File: src/rtl/bus_pkg.sv
// Shared definitions for the bus register bank: op codes and op type.
// Latency: none (definitions only).
// Backpressure: none; the bank accepts one op every cycle.
//
// Op codes are 3 bits wide. OP_CLRALL is the only op that touches more
// than one register. OP_NOP is the only op that leaves ovf untouched for an
// in-range sel.
package bus_pkg;

    typedef logic [2:0] op_t;

    localparam op_t OP_NOP    = 3'b000;
    localparam op_t OP_LOAD   = 3'b001;
    localparam op_t OP_INC    = 3'b010;
    localparam op_t OP_DEC    = 3'b011;
    localparam op_t OP_CLR    = 3'b100;
    localparam op_t OP_SHL    = 3'b101;
    localparam op_t OP_SHR    = 3'b110;
    localparam op_t OP_CLRALL = 3'b111;

endpackage

File: src/rtl/bus_reg_alu.sv
// Next-value/overflow logic for one register of the bus register bank.
// Latency: purely combinational, zero cycles.
// Backpressure: none; the result is valid whenever the inputs are.
//
// Ports:
//   cur_i     - current value of the selected register
//   op_i      - operation code (bus_pkg::op_t)
//   din_i     - load data; din_i[0] and din_i[WIDTH-1] are the shift-in bits
//   nxt_o     - value the selected register takes on the next edge
//   ovf_nxt_o - value ovf takes when ovf_upd_o is set
//   ovf_upd_o - ovf must be written (low only for NOP)
module bus_reg_alu
    import bus_pkg::*;
#(
    parameter int WIDTH = 16,
    parameter bit SAT   = 1'b0
) (
    input  logic [WIDTH-1:0] cur_i,
    input  op_t              op_i,
    input  logic [WIDTH-1:0] din_i,
    output logic [WIDTH-1:0] nxt_o,
    output logic             ovf_nxt_o,
    output logic             ovf_upd_o
);

    // One extra bit so the carry/borrow falls out of the adder directly.
    logic [WIDTH:0] inc_w;
    logic [WIDTH:0] dec_w;

    assign inc_w = {1'b0, cur_i} + {{WIDTH{1'b0}}, 1'b1};
    assign dec_w = {1'b0, cur_i} - {{WIDTH{1'b0}}, 1'b1};

    always_comb begin
        nxt_o     = cur_i;
        ovf_nxt_o = 1'b0;
        ovf_upd_o = 1'b0;
        case (op_i)
            OP_NOP: begin
                // state and ovf hold
            end
            OP_LOAD: begin
                nxt_o     = din_i;
                ovf_upd_o = 1'b1;
            end
            OP_INC: begin
                ovf_upd_o = 1'b1;
                ovf_nxt_o = inc_w[WIDTH];
                // In saturate mode an overflowing increment keeps the value.
                if (!(SAT && inc_w[WIDTH])) begin
                    nxt_o = inc_w[WIDTH-1:0];
                end
            end
            OP_DEC: begin
                ovf_upd_o = 1'b1;
                ovf_nxt_o = dec_w[WIDTH];
                if (!(SAT && dec_w[WIDTH])) begin
                    nxt_o = dec_w[WIDTH-1:0];
                end
            end
            OP_CLR, OP_CLRALL: begin
                nxt_o     = '0;
                ovf_upd_o = 1'b1;
            end
            OP_SHL: begin
                nxt_o     = {cur_i[WIDTH-2:0], din_i[0]};
                ovf_nxt_o = cur_i[WIDTH-1];
                ovf_upd_o = 1'b1;
            end
            OP_SHR: begin
                nxt_o     = {din_i[WIDTH-1], cur_i[WIDTH-1:1]};
                ovf_nxt_o = cur_i[0];
                ovf_upd_o = 1'b1;
            end
            default: begin
                nxt_o     = cur_i;
                ovf_upd_o = 1'b0;
            end
        endcase
    end

endmodule

File: src/rtl/bus_reg_bank.sv
// Addressed bank of NREG registers with load/inc/dec/shift/clear and a shared ovf flag.
// Latency: writes take effect on the next rising clk; the read port is combinational.
// Backpressure: none; one op is accepted every cycle, back-to-back.
//
// Ports:
//   clk  - rising-edge clock
//   clr  - asynchronous active-high clear of all registers and ovf
//   sel  - target register for op
//   op   - operation code (bus_pkg::op_t)
//   din  - load data / shift-in bits
//   rsel - read select
//   dout - contents of register rsel, 0 when rsel is out of range
//   zero - dout == 0
//   ovf  - registered overflow/carry/borrow/shift-out flag
module bus_reg_bank
    import bus_pkg::*;
#(
    parameter int   WIDTH = 16,
    parameter int   NREG  = 8,
    parameter bit   SAT   = 1'b0,
    localparam int  AW    = $clog2(NREG)
) (
    input  logic             clk,
    input  logic             clr,
    input  logic [AW-1:0]    sel,
    input  op_t              op,
    input  logic [WIDTH-1:0] din,
    input  logic [AW-1:0]    rsel,
    output logic [WIDTH-1:0] dout,
    output logic             zero,
    output logic             ovf
);

    logic [WIDTH-1:0] regs_q [NREG];
    logic [WIDTH-1:0] regs_d [NREG];
    logic             ovf_q;
    logic             ovf_d;

    logic             sel_ok;
    logic [WIDTH-1:0] cur_val;
    logic [WIDTH-1:0] alu_nxt;
    logic             alu_ovf_nxt;
    logic             alu_ovf_upd;

    // NREG need not be a power of two, so sel can name a register that
    // does not exist.
    assign sel_ok = (int'(sel) < NREG);

    // Value of the selected register; an unmatched sel yields 0, and that
    // result is discarded because sel_ok gates the write-back.
    always_comb begin
        cur_val = '0;
        for (int i = 0; i < NREG; i++) begin
            if (sel == AW'(i)) begin
                cur_val = regs_q[i];
            end
        end
    end

    bus_reg_alu #(
        .WIDTH (WIDTH),
        .SAT   (SAT)
    ) u_alu (
        .cur_i     (cur_val),
        .op_i      (op),
        .din_i     (din),
        .nxt_o     (alu_nxt),
        .ovf_nxt_o (alu_ovf_nxt),
        .ovf_upd_o (alu_ovf_upd)
    );

    always_comb begin
        regs_d = regs_q;
        ovf_d  = ovf_q;
        if (op == OP_CLRALL) begin
            // Broadcast clear ignores sel entirely.
            for (int i = 0; i < NREG; i++) begin
                regs_d[i] = '0;
            end
            ovf_d = 1'b0;
        end else if (sel_ok) begin
            for (int i = 0; i < NREG; i++) begin
                if (sel == AW'(i)) begin
                    regs_d[i] = alu_nxt;
                end
            end
            if (alu_ovf_upd) begin
                ovf_d = alu_ovf_nxt;
            end
        end
    end

    always_ff @(posedge clk or posedge clr) begin
        if (clr) begin
            for (int i = 0; i < NREG; i++) begin
                regs_q[i] <= '0;
            end
            ovf_q <= 1'b0;
        end else begin
            for (int i = 0; i < NREG; i++) begin
                regs_q[i] <= regs_d[i];
            end
            ovf_q <= ovf_d;
        end
    end

    // Read port straight off the array: a same-cycle write to rsel shows
    // up only after the edge.
    always_comb begin
        dout = '0;
        for (int i = 0; i < NREG; i++) begin
            if (rsel == AW'(i)) begin
                dout = regs_q[i];
            end
        end
    end

    assign zero = (dout == '0);
    assign ovf  = ovf_q;

endmodule

File: config.mk
export PLATFORM = sky130hd
export DESIGN_NAME = bus_reg_bank
export DESIGN_NICKNAME = d
export VERILOG_FILES = /design/src/rtl/bus_pkg.sv /design/src/rtl/bus_reg_alu.sv /design/src/rtl/bus_reg_bank.sv
export SDC_FILE = /design/constraint.sdc
export NUM_CORES = 1
export LEC_CHECK = 0
export ABC_AREA = 1
export ABC_CLOCK_PERIOD_IN_PS = 5800
export CORE_MARGIN = 5
export CORE_UTILIZATION = 45
export CTS_CLUSTER_SIZE = 14
export DETAILED_ROUTE_END_ITERATION = 8
export PLACE_DENSITY_LB_ADDON = 0.3
export SLEW_MARGIN = 20
export SYNTH_ARGS = -nofsm -noshare
export SYNTH_HDL_FRONTEND = slang
export SYNTH_SLANG_ARGS = --single-unit
File: constraint.sdc
create_clock -name clk -period 5.8 [get_ports clk]
set_input_delay 1.16 -clock clk [delete_from_list [all_inputs] [get_ports clk]]
set_output_delay 1.16 -clock clk [all_outputs]
set_load 0.02 [all_outputs]
; After elaboration in Yosys (flattened, before gate mapping)
; Cells that the tools add are included.
[classes]
addsub = 2
eq_ne = 21
muxes = 30
reduce_logical = 14
[ops]
columns = operator, count
row1 = 2-to-1 mux 16 bit, 24
row2 = 2-to-1 mux 128 bit, 1
row3 = case mux 16 bit (6 select lines), 1
row4 = equality test 3 bit (second input constant), 12
row5 = equality test 3 x 2 -> 1 bit (second input constant), 6
row6 = nonzero test 2 bit, 9
row7 = adder 16 x 1 -> 17 bit (second input constant), 1
row8 = subtractor 16 x 1 -> 17 bit (second input constant), 1
row9 = logical NOT 16 bit, 1
row10 = equality test 3 x 1 -> 1 bit (second input constant), 3
row11 = OR reduction 7 bit, 1
row12 = logical NOT 3 bit, 2
row13 = case mux 1 bit (4 select lines), 1
row14 = 2-to-1 mux 1 bit, 3
row15 = OR reduction 2 bit, 1
[totals]
register_bits = 129
in_bits = 27
out_inout_bits = 18

; Logic depth before layout (Yosys ltp)
; Gate-level depths: netlist of run 1.
[depth]
depth_word = 13
mapped_depth = 19

; By module
; From an unflattened synthesis of run 1, not the netlist that was laid out.
[hier_totals]
cells_unflattened = 1230
hier_area_um2 = 8376.8
[by_module_without_submodules]
columns = module, n_inst, cells_each, area_each_um2, seq_area_each_um2
row1 = bus_reg_bank, 1, 933, 6894.1, 3228.1
row2 = bus_reg_alu, 1, 297, 1482.7, 0.0

; Least setup slack after synthesis of run 1
; Ideal clock, no wire load.
[synth_timing]
kind = input to output
start = in rsel[0]
end = out zero
arrival_ns = 3.016
required_ns = 4.640
path_slack_ns = 1.624
stages = 12
path_cell_list = buf_2 -> inv_1 -> nor3_1 -> clkinv_1 -> o221ai_1 -> nor2_1 -> nand2_1 -> a22oi_1 -> inv_1 -> nor3_1 -> nand2_1 -> nor2_1
[synth_between]
elab_chain_cells = 10
[synth_rtl]
columns = item, line_no
row1 = from (decl), bus_reg_bank.sv:28  ; input logic [AW-1:0] rsel,
row2 = logical NOT 3 bit, bus_reg_bank.sv:112  ; if (rsel == AW'(i)) begin
row3 = 2-to-1 mux 16 bit (7 in a row), bus_reg_bank.sv:112
row4 = 2-to-1 mux 16 bit (*), bus_reg_bank.sv:112
row5 = named net dout[6], bus_reg_bank.sv:29  ; output logic [WIDTH-1:0] dout,
row6 = logical NOT 16 bit (*), bus_reg_bank.sv:118  ; assign zero = (dout == '0);
row7 = to (decl), bus_reg_bank.sv:30  ; output logic zero,
; The timed path passes the listed nets; every way through them passes the cells marked *.

; Worst setup path in the final report of run 1
[layout_timing]
start = in rsel[1]
end = out zero
[layout_between]
elab_chain_cells = 10
[layout_rtl]
columns = item, line_no
row1 = logical NOT 3 bit, bus_reg_bank.sv:112
row2 = 2-to-1 mux 16 bit (7 in a row), bus_reg_bank.sv:112
row3 = 2-to-1 mux 16 bit (*), bus_reg_bank.sv:112
row4 = logical NOT 16 bit (*), bus_reg_bank.sv:118
; Mark *: on every way between the ends. The rest lies on a longest branch, timed or not.

==> results.json, run 1 <==
{
  "status": "finished, final reports clean",
  "crit_arrival_ns": 4.41,
  "cp_top_family": "buffers and inverters",
  "drt_iter0_markers": 1183,
  "cp_slowest_stage_delay_ns": 0.65,
  "initial_core_util_pct": 46.01,
  "cp-start-kind": "input port",
  "synth-simple-area-share_pct": 42.29,
  "synthXorXnorAreaFrac_pct": 0,
  "synth_seq_cells": 129,
  "place_inst": 1637,
  "synth_top_family_by_area": "simple AND/OR/NAND/NOR gates",
  "max_freq_mhz": 179.4,
  "setup-violations-final": 0,
  "endpoint_kind": "output port",
  "timing.final.hold_violations": 0,
  "clockRootBuffer": "clkbuf_16",
  "drv_slew": 0,
  "maxCapViolations": 0,
  "reg2reg_from": "regs_q[112]",
  "via_per_inst": 5.902,
  "die_x_um": 151.8,
  "fin_hold_ws_ns": 0.4786,
  "tns_ns": 0,
  "clockBufferDepth": 2,
  "fin_nets": 1420,
  "ant_nets": 0,
  "wl_um": 32000,
  "grt_pass1_wl_um": 50590,
  "cp_max_fo": 13,
  "finalCritPeriodShare_pct": 96.12,
  "async_reset_ff_share_pct": 100.0,
  "dp_hpwl_um": 23320,
  "fin_skew_ns": 0.01146,
  "setup_slack_ns": 0.2251,
  "core-area_um2": 19650,
  "synth_area_per_cell_um2": 6.679,
  "synth_edf_count": 0,
  "crit_type": "input port to output port",
  "worst_pin_slew_ns": 0.9293,
  "vias": 9850,
  "yosysSeqAreaShare_pct": 35.69,
  "port_buffers": 44,
  "drive_gt1_share_pct": 9.544,
  "htreeDepth": 4,
  "netlist_area_um2": 9044,
  "leakage_nw": 5.140,
  "netlist-cell-type-count": 46,
  "yosysWarnings": 0,
  "slew_headroom_pct": 38.05,
  "area_delta_synth_final_pct": 15.63,
  "synthAdderAreaFrac_pct": 0.2767,
  "grt_max_degree": 99,
  "die_area_um2": 23030,
  "synthMuxAreaShare_pct": 0,
  "cts_hold_buf": 0,
  "synthFlopType": "dfrtp_1",
  "dp_slack_ns": 0.1026,
  "ir_drop_mv": 0.2087,
  "cts_resized": 0,
  "critical_path.startpoint": "rsel[1]",
  "cts_tree": "built",
  "crit_slowest_cell": "clkdlybuf4s50_1",
  "first_global_vias": 9106,
  "die_height_um": 151.8,
  "gp_congestion": 1.012,
  "synth_fp_nets": 1383,
  "grt.total_usage_pct": 28.38,
  "path_clk_slew_ns": 0.06,
  "drc": 0,
  "final_util_pct": 53.21,
  "rows": 51,
  "syn_inst": 1354,
  "insertion_delay_ns": 0.43,
  "path_buf_inv": 3,
  "cts_inserted_buffers": 17,
  "worst_hold_path_type": "flop to flop",
  "min_from": "regs_q[63]",
  "antenna_found_initial": 0,
  "cts_setup_buffers": 0,
  "crit_path_cell_trace": "clkdlybuf4s50_1, inv_1, nand3_1, o21ai_0, a221oi_1, o2111ai_1, a22oi_1, nand2_1, nor3_1, nand2_1, nor2_1, clkdlybuf4s50_1",
  "rsz0062_at_grt": "false",
  "min_period_ns": 5.575,
  "grt-ovfl-total": 0,
  "antenna_cells": 0,
  "critical_path_required_ns": 4.64,
  "dr.pass1.iters": 6,
  "cellPowerDensity_nw_per_um2": 306.3,
  "synth_compound_area_share_pct": 11.65,
  "fin_cells": 1669,
  "clock_sinks": 129,
  "drt-wirelength-per-cell_um": 19.17,
  "pin_count": 45
}
[layout by cell type (no fill, tap or decap), types with 11 or more instances in the layout]
cell	netlist	routed
clkbuf_16	0	17
clkdlybuf4s50_1	0	43
dfrtp_1	129	129
o21ai_1	17	17
buf_4	6	32
nor2_2	12	12
nor2_1	117	117
nand3_1	168	168
nand2_1	411	411
nor3_1	14	11
o21ai_0	71	71
inv_1	153	152
nand3_2	17	17
nand4_1	51	51
a21oi_1	35	35
[logic make-up (layout without fill, tap and decap cells)]
logic type,Yosys count,count (layout)
simple gates,824,824
flops,129,129
buf+inv,222,272
compound gates,177,177
fa+ha+maj,2,2
[power breakdown]
group          switching, W  internal, W
logic              0.000582     0.000263
clock network      0.000406     0.000806
registers          0.000117      0.00103
[layout make-up]
class	count	area, um2
Fill cell	2006	9196
Multi-Input combinational cell	1003	4931
Sequential cell	129	3228
Timing Repair Buffer	76	683.2
Inverter	164	620.6
Clock buffer	22	484.2
Tap cell	265	331.6
Clock inverter	10	178.9
[sequential cells by signal, indices dropped and copies added (netlist names)]
name	count
ovf	1
regs_q	128
[cell usage after synthesis, types with 5 or more instances]
cell | count | area, um2
a21oi_1 | 35 | 175.2
a221oi_1 | 5 | 43.79
a22oi_1 | 10 | 75.07
buf_2 | 18 | 90.09
buf_4 | 6 | 45.04
clkbuf_1 | 29 | 108.9
dfrtp_1 | 129 | 3228
inv_1 | 153 | 574.3
inv_2 | 7 | 26.28
nand2_1 | 411 | 1543
nand3_1 | 168 | 840.8
nand3_2 | 17 | 170.2
nand3_4 | 5 | 87.58
nand4_1 | 51 | 319.1
nand4_2 | 6 | 75.07
nor2_1 | 117 | 439.2
nor2_2 | 12 | 75.07
nor3_1 | 14 | 70.07
nor3_2 | 6 | 60.06
o2111ai_1 | 10 | 87.58
o21a_1 | 5 | 37.54
o21ai_0 | 71 | 355.3
o21ai_1 | 17 | 85.08
o221ai_1 | 7 | 61.31
o22ai_1 | 5 | 31.28
[routing by layer]
metal	up-vias	wire length (um)	track usage, %
met1	4702	13480	39.11
met2	530	14500	43.98
met5	-	0	0
met4	0	1227	11.86
li1	4537	-	-
met3	81	2786	5.205
[through the flow]
step | total power, W | instance area, um2
6_report | 0.003203 | 10460
5_1_grt | 0.003342 | 10460
4_1_cts | 0.003184 | 10440
3_5_place_dp | 0.001977 | 9774
3_3_place_gp | 0.001967 | 9774
2_1_floorplan | 0.001676 | 9044
[worst paths after layout]
path,endpoint,slack (ns),depth (start not counted)
setup / recovery,zero,0.23,12
hold / removal,regs_q[63],0.48,2
setup reg to reg,regs_q[52],2.83,14
hold reg to reg,regs_q[63],0.48,2
max in group asynchronous,regs_q[112],3.44,3
min in group asynchronous,regs_q[121],1.28,2
[worst reg2reg max path, cell delays in order, from the launching register on]
cell and delay (ns):
dfrtp_1 0.42, nand3_1 0.11, nand3_1 0.08, nor2_1 0.16, nand4_1 0.21, nor2_4 0.28, inv_1 0.18, ha_1 0.24
nand2_1 0.15, nor2_1 0.06, buf_4 0.16, o21ai_0 0.14, nand3_1 0.09, o21ai_1 0.37, o21ai_0 0.17
No activity file was read; power rests on OpenSTA's default activity.
==> run 2, diff against run 1 <==
--- a/config.mk
+++ b/config.mk
@@ -7,7 +7,7 @@
 export LEC_CHECK = 0
 export ABC_AREA = 1
 export ABC_CLOCK_PERIOD_IN_PS = 5800
-export CORE_MARGIN = 5
+export CORE_MARGIN = 3
 export CORE_UTILIZATION = 45
 export CTS_CLUSTER_SIZE = 14
 export DETAILED_ROUTE_END_ITERATION = 8
==> run 2 against run 1 <==
  * Sequential cell count is the same
  * Core utilization grew 0.078 points
  * Sequential share of layout area grew 0.055 points
  * Fmax grew 1.0%
  * Count of clock-buffer cells in the layout shrank 2
  * Combinational power shrank 0.7%
  * Worst hold slack lost 0.00060 ns
  * Setup slack gained 0.056 ns
  * Die area shrank 5.2%
  * Wire length shrank 1.5%
==> results.json, run 2 (synthesis results as in run 1) <==
{
  "status": "finished, final reports clean",
  "min_path_cells": 2,
  "fin_area_um2": 10440,
  "ir_drop_mv": 0.1845,
  "wl_um": 31510,
  "die_height_um": 147.8,
  "path_clk_slew_ns": 0.06,
  "drc": 0,
  "reg2reg_slack_ns": 2.90,
  "tns_ns": 0,
  "htreeDepth": 4,
  "cp_slowest_stage_delay_ns": 0.54,
  "cp-endpoint": "zero",
  "via_per_inst": 5.812,
  "cts_setup_buffers": 0,
  "dp_hpwl_um": 23050,
  "die_area_um2": 21830,
  "clockBufferDepth": 2,
  "area_delta_synth_final_pct": 15.43,
  "port_buffers": 44,
  "drv_slew": 0,
  "final-seq-area_um2": 3228,
  "regMostFlops": "regs_q",
  "largest_reg_flops": 128,
  "endpoint_kind": "output port",
  "fin_hold_ws_ns": 0.4780,
  "ant_nets": 0,
  "most-common-layout-cells": "nand2_1 (411), nand3_1 (168), inv_1 (152)",
  "drive_gt1_share_pct": 9.737,
  "antenna_found_initial": 0,
  "initial_core_util_pct": 46.16,
  "cts_inserted_buffers": 17,
  "insertion_delay_ns": 0.43,
  "num-fill-cells": 1961,
  "multiInputGateArea_um2": 4918,
  "ff2ff_path_depth": 13,
  "rows": 51,
  "fin_nets": 1423,
  "antenna_cells": 0,
  "final_common_cell": "nand2_1",
  "grt_max_degree": 95,
  "crit_slowest_cell": "clkdlybuf4s50_1",
  "gp_congestion": 0.9677,
  "crit_arrival_ns": 4.36,
  "cp_max_fo": 9,
  "dr.pass1.iters": 7,
  "crit_path_cell_trace": "clkdlybuf4s50_1, inv_1, nor3_2, clkinv_1, o221ai_1, nor2_1, nand2_1, a22oi_1, inv_1, nor3_1, nand2_1, nor2_1, clkdlybuf4s50_1",
  "timing.final.hold_violations": 0,
  "grt_pass1_wl_um": 50500,
  "min_period_ns": 5.519,
  "maxCapViolations": 0,
  "dpl-instance-area_um2": 9797,
  "max_freq_mhz": 181.2,
  "grt-ovfl-total": 0,
  "crit_type": "input port to output port",
  "drt-wirelength-per-cell_um": 18.84,
  "first_global_vias": 9171,
  "cp-start-kind": "input port",
  "grt.total_usage_pct": 29.27,
  "die_x_um": 147.8,
  "finalCritPeriodShare_pct": 95.16,
  "critical_path_required_ns": 4.64,
  "setup-violations-final": 0,
  "pin_count": 45,
  "reg2reg_to": "regs_q[20]",
  "cellPowerDensity_nw_per_um2": 302.4,
  "drt_iter0_markers": 1212,
  "vias": 9718,
  "worst_hold_path_type": "flop to flop",
  "worst_pin_slew_ns": 0.9262,
  "slew_headroom_pct": 38.26,
  "fin_skew_ns": 0.01306,
  "clockRootBuffer": "clkbuf_16",
  "core-area_um2": 19590,
  "rsz0062_at_grt": "false",
  "cts_tree": "built",
  "cts_hold_buf": 0,
  "leakage_nw": 5.117,
  "reg2reg_from": "regs_q[112]",
  "clock_sinks": 129,
  "critical_path.startpoint": "rsel[1]"
}
[run 2: worst min path at each step]
stage                           start          end  slack [ns]
after global routing       regs_q[74]   regs_q[74]        0.50
after CTS                  regs_q[63]   regs_q[63]        0.48
after global placement     regs_q[62]   regs_q[62]        0.46
final                     regs_q[127]  regs_q[127]        0.48
after floorplan            regs_q[54]   regs_q[54]        0.45
after detailed placement   regs_q[63]   regs_q[63]        0.47
[run 2: through the flow]
step / total power [W] / setup slack (ns) / std cells / utilization [%]
after floorplan: 0.001676 / 1.199 / 1354 / -
after CTS: 0.003148 / 0.3545 / 1672 / 53.29
after global placement: 0.001961 / 0.05482 / 1640 / 50.01
final: 0.003157 / 0.2807 / 1672 / 53.29
after detailed placement: 0.001970 / -0.04100 / 1640 / 50.01
after global routing: 0.003304 / 0.08208 / 1672 / 53.29
[run 2: critical path: cells and delay by family]
family / cells / cell delay (ns)
AOI/OAI and AO/OA: 2 / 0.38
and+or+nand+nor: 6 / 0.96
buffers and inverters: 5 / 1.86
[run 2: area by class of cell]
cell class | instances | share of cell area, %
multi-input combinational | 1003 | 47.12
sequential | 129 | 30.92
timing repair buffer | 79 | 6.736
inverter | 164 | 5.945
clock buffer | 20 | 4.375
tap | 265 | 3.176
clock inverter | 12 | 1.726
[run 2: where the power goes]
group / internal (W) / switching, W
clock network: 0.000745 / 0.000436
logic: 0.000265 / 0.000573
registers: 0.00103 / 0.000109
total: 0.00204 / 0.00112
[run 2: layer usage]
layer  global-route usage (%)  up-vias  share of wire, %
li1                         -     4551                 -
met1                    39.85     4628                42
met2                    47.40      463                47
met3                    4.384       76               8.1
met4                    11.09        0               3.3
met5                        0        -                 0
[run 2: repair_timing]
item	CTS	global route
gates resized for setup	1	0
endpoints found under the setup margin	1	0
endpoints found under the hold margin	0	0
